`config.mk`:
```
export PLATFORM = sky130hd
export DESIGN_NAME = alu_arbiter
export DESIGN_NICKNAME = d
export VERILOG_FILES = /design/src/rtl/alu_arbiter.sv
export SDC_FILE = /design/constraint.sdc
export NUM_CORES = 1
export LEC_CHECK = 0
export ABC_AREA = 1
export BUFFER_PORTS_ARGS = -buffer_cell sky130_fd_sc_hd__buf_4
export CAP_MARGIN = 15
export CORE_AREA = 2 2 108 110
export DETAILED_ROUTE_END_ITERATION = 7
export DIE_AREA = 0 0 110 112
export PLACE_DENSITY = 0.81
export SYNTH_ARGS = -nofsm -noshare
export SYNTH_HDL_FRONTEND = slang
export SYNTH_SLANG_ARGS = --single-unit
export TNS_END_PERCENT = 100
```
`constraint.sdc`:
```
create_clock -name clk -period 8.75 [get_ports clk]
set_input_delay 0 -clock clk [delete_from_list [all_inputs] [get_ports clk]]
set_output_delay 0 -clock clk [all_outputs]
set_load 0.05 [all_outputs]
```
`src/rtl/alu_arbiter.sv`:
```
// alu_arbiter
//   Shares one combinational ALU between two requesters. An operation is
//   accepted through a valid/ready handshake, with round-robin arbitration
//   when both requesters are valid. The accepted operands drive the ALU from
//   registers. The ALU result is registered one cycle later. The result is
//   returned on a single response channel tagged with the requester id.
//
// Ports
//   clk, rst                      clock, asynchronous active-high reset
//   reqN_valid / reqN_ready       requester N handshake (N = 0, 1)
//   reqN_a, reqN_b, reqN_op       requester N operands and operation
//   alu_in1, alu_in2, alu_op      registered operands/operation to the ALU
//   alu_out, alu_negative,        ALU result and flags
//   alu_zero
//   rsp_valid / rsp_ready         response handshake
//   rsp_id                        requester that issued the response
//   rsp_out, rsp_negative,        captured ALU result and flags
//   rsp_zero
module alu_arbiter #(
  parameter int DATA_W = 32,
  parameter int OP_W   = 4
) (
  input  logic              clk,
  input  logic              rst,
  input  logic              req0_valid,
  output logic              req0_ready,
  input  logic [DATA_W-1:0] req0_a,
  input  logic [DATA_W-1:0] req0_b,
  input  logic [OP_W-1:0]   req0_op,
  input  logic              req1_valid,
  output logic              req1_ready,
  input  logic [DATA_W-1:0] req1_a,
  input  logic [DATA_W-1:0] req1_b,
  input  logic [OP_W-1:0]   req1_op,
  output logic [DATA_W-1:0] alu_in1,
  output logic [DATA_W-1:0] alu_in2,
  output logic [OP_W-1:0]   alu_op,
  input  logic [DATA_W-1:0] alu_out,
  input  logic              alu_negative,
  input  logic              alu_zero,
  output logic              rsp_valid,
  input  logic              rsp_ready,
  output logic              rsp_id,
  output logic [DATA_W-1:0] rsp_out,
  output logic              rsp_negative,
  output logic              rsp_zero
);

  typedef enum logic [1:0] {
    IDLE = 2'd0,
    EXEC = 2'd1,
    RESP = 2'd2
  } state_t;

  state_t state;
  state_t state_nxt;

  // Requester that wins when both are valid; points at the one not served last.
  logic prio;
  logic any_valid;
  logic grant;
  logic accept;

  // A lone requester wins outright; on contention the pointer decides.
  always_comb begin
    any_valid = req0_valid | req1_valid;
    if (req0_valid && req1_valid) begin
      grant = prio;
    end else begin
      grant = req1_valid;
    end
    accept = (state == IDLE) && any_valid;
  end

  // State register
  always_ff @(posedge clk or posedge rst) begin
    if (rst) begin
      state <= IDLE;
    end else begin
      state <= state_nxt;
    end
  end

  // Next-state logic
  always_comb begin
    state_nxt = state;
    unique case (state)
      IDLE:    if (any_valid) state_nxt = EXEC;
      EXEC:    state_nxt = RESP;
      RESP:    if (rsp_ready) state_nxt = IDLE;
      default: state_nxt = IDLE;
    endcase
  end

  // Output logic: readies depend only on state and request valids, never on
  // rsp_ready, so no combinational path runs from consumer to requesters.
  always_comb begin
    req0_ready = accept && !grant;
    req1_ready = accept && grant;
    rsp_valid  = (state == RESP);
  end

  // Stage p0 -> p1: operands of the accepted request drive the ALU.
  // Stage p1 -> p2: ALU result captured during EXEC, held through RESP.
  always_ff @(posedge clk or posedge rst) begin
    if (rst) begin
      prio         <= 1'b0;
      alu_in1      <= '0;
      alu_in2      <= '0;
      alu_op       <= '0;
      rsp_id       <= 1'b0;
      rsp_out      <= '0;
      rsp_negative <= 1'b0;
      rsp_zero     <= 1'b0;
    end else begin
      if (accept) begin
        alu_in1 <= grant ? req1_a  : req0_a;
        alu_in2 <= grant ? req1_b  : req0_b;
        alu_op  <= grant ? req1_op : req0_op;
        rsp_id  <= grant;
        prio    <= ~grant;
      end
      if (state == EXEC) begin
        rsp_out      <= alu_out;
        rsp_negative <= alu_negative;
        rsp_zero     <= alu_zero;
      end
    end
  end

endmodule

```
==> results.toml <==
[run_status]
status = "finished, final reports clean"

[pwr]
peakVddDrop_mv = 0.302
power_mw = 3.63
leakagePower_nw = 4.72
p_per_area_mw_per_mm2 = 405

[clock_network]
numCtsBuffers = 9
cts_resized = 0
cts_root_buf = "clkbuf_16"
clkLatencyLatePin_ns = 0.34
path_clk_slew_ns = 0.07
clock-sinks = 106
clockBufferDepth = 2
htree_levels = 3
tritoncts = "built"

[logic_synthesis]
synth-seq-cells = 106
syn_inst = 612
synth_area_leader_cell = "dfrtp_1"
yosysSeqAreaShare = 0.536
synth_top_family_by_area = "simple AND/OR/NAND/NOR gates"
syn_area_mm2 = 0.00494
synthAdderAreaFrac = 0
yosysWarningCount = 0
syn-num-nets = 787
synth_xor_area_frac = 0
syn_area_per_cell_um2 = 8.08
yosysUniqueCellTypes = 16
synth_mux_area_frac = 0
post_synth_main_area_contributors = "dfrtp_1 (54%), nand3_1 (17%), nand2_1 (14%)"
yosysTopAreaCellShare = 0.536
synth_compound_area_frac = 0.00481
yosys.area_share.simple = 0.376

[global_route]
grt_max_degree = 72
grt_usage = 0.332
grt_pass1_wl_um = 31800
antenna_found_initial = 0
overflow = 0
grt_pass1_vias = 6397

[routing]
num_vias = 6344
wire_per_inst_um = 17.6
drtIter0Drc = 540
vias_per_cell = 5.44
drtAntennaViolNets = 0
drcViolationCount = 0
drt-total-wl_um = 20600
firstDrtPassIters = 5

[sta]
timing.fmax_mhz = 331
setup_viol = 0
hold_viol = 0
fin_skew_ns = 0.00829
post-route-min-period_ns = 3.02
fin_ws_ns = 5.73
finalSetupTns_ns = 0
slew_violations = 0
tightest_slew_ns = 1.17
maxSlewHeadroom = 0.220
rsz0062_at_grt = "false"
fin_crit_sh = 0.345

[worst_setup_path]
worst_setup_path_end_kind = "register"
arrival_ns = 3.29
worstPathRequired_ns = 9.02
crit_type = "register to register"
startpoint_type = "register"
worstPathMaxFanout = 56

[worst_hold_path]
hold_class = "input port to register"

[placed_design]
place.gp.congestion = 0.836
port_buffers = 280
dp_hpwl_um = 10900
pre_cts_slack_ns = 6.40

[die]
coreArea_mm2 = 0.0112
start_util = 0.443
die_area_mm2 = 0.0123
die_width_um = 110
die_h_um = 112
core.rowCount = 39
io_pins = 281

[layout]
drive_gt1_frac = 0.299
nets = 1194
area_growth_pct = 81.1
diodes = 0

[job]
drv_cap = 0
==> timing repair <==
action | 4_1_cts | 5_1_grt
endpoints found under the setup margin | 0 | 0
buffers inserted | 0 | 0
hold buffers | 160 | 0
endpoints found under the hold margin | 144 | 0
==> worst max-delay path: stages (launching register included) <==
cell           delay [ns]
dfrtp_1              0.41
inv_2                0.48
nand2_1              0.22
nor2_4               0.34
buf_4                0.56
nand3_1              0.20
nand3_1              0.13
dlygate4sd3_1        0.57
==> layout by cell type, fill, tap and decap left out, drive strengths merged <==
master / count
nand4: 48
dlygate4sd3: 160
nand2: 182
inv: 45
clkinvlp: 1
o21ai: 4
clkinv: 1
dfrtp: 106
clkbuf: 13
nand3: 170
nor2: 5
bufinv: 1
buf: 287
==> path summary, 6_finish.rpt <==
kind	endpoint	cells past startpoint	from	slack, ns
worst min-delay path	alu_in1[28]	5	req1_a[28]	0.01
min in group asynchronous	alu_in1[2]	3	rst	0.27
worst max register to register	alu_in2[30]	7	state[1]	5.73
worst max-delay path	alu_in2[30]	7	state[1]	5.73
max in group asynchronous	rsp_out[27]	4	rst	7.26
worst min register to register	rsp_out[20]	2	rsp_out[20]	0.47
==> metrics by stage <==
stage | cell area (um2) | utilization | cells | hold WS [ns]
3_3_place_gp | 7070 | 0.632 | 991 | 0.0841
4_1_cts | 8950 | 0.801 | 1166 | 0.000571
3_5_place_dp | 7070 | 0.632 | 991 | 0.100
6_report | 8950 | 0.801 | 1166 | 0.0101
2_1_floorplan | 4940 | - | 612 | 0.108
5_1_grt | 8950 | 0.801 | 1166 | 0.0318
==> area by class of cell <==
cell class	count	area, um2
Timing Repair Buffer	447	3760
Sequential cell	106	2650
Fill cell	632	2220
Multi-Input combinational cell	409	1900
Clock buffer	13	250
Tap cell	143	179
Inverter	46	175
Clock inverter	2	37.5
==> Yosys cell counts, drive strengths merged <==
| master | number |
|---|---|
| nand4 | 48 |
| dfrtp | 106 |
| clkbuf | 15 |
| o21ai | 4 |
| nand2 | 182 |
| buf | 36 |
| nand3 | 170 |
| inv | 45 |
| clkinv | 1 |
| nor2 | 5 |
==> report_power, final <==
| part | total (mW) | switching, mW | leakage, nW | internal (mW) |
|---|---|---|---|---|
| combinational | 2.34 | 1.56 | 3.29 | 0.783 |
| sequential | 0.889 | 0.152 | 1.30 | 0.738 |
| clock | 0.399 | 0.170 | 0.136 | 0.229 |
| total | 3.63 | 1.88 | 4.72 | 1.75 |
==> registers in the layout, indices dropped and copies added, names as in the netlist, 2 cells and up <==
register and count:
alu_in1 32, alu_op 4, alu_in2 32, rsp_out 32, state 2
==> metal layers <==
layer	global-route usage	vias to the layer above	wire length (um)
li1	-	2840	-
met1	0.381	3009	7470
met2	0.555	398	10200
met3	0.0790	97	1760
met4	0.193	0	1180
met5	0	-	0
==> kinds of logic after synthesis <==
kind of cell	Yosys count
buffers and inverters	97
DFF	106
and+or+nand+nor	405
AOI/OAI and AO/OA	4
No activity file was read; power rests on OpenSTA's default activity.
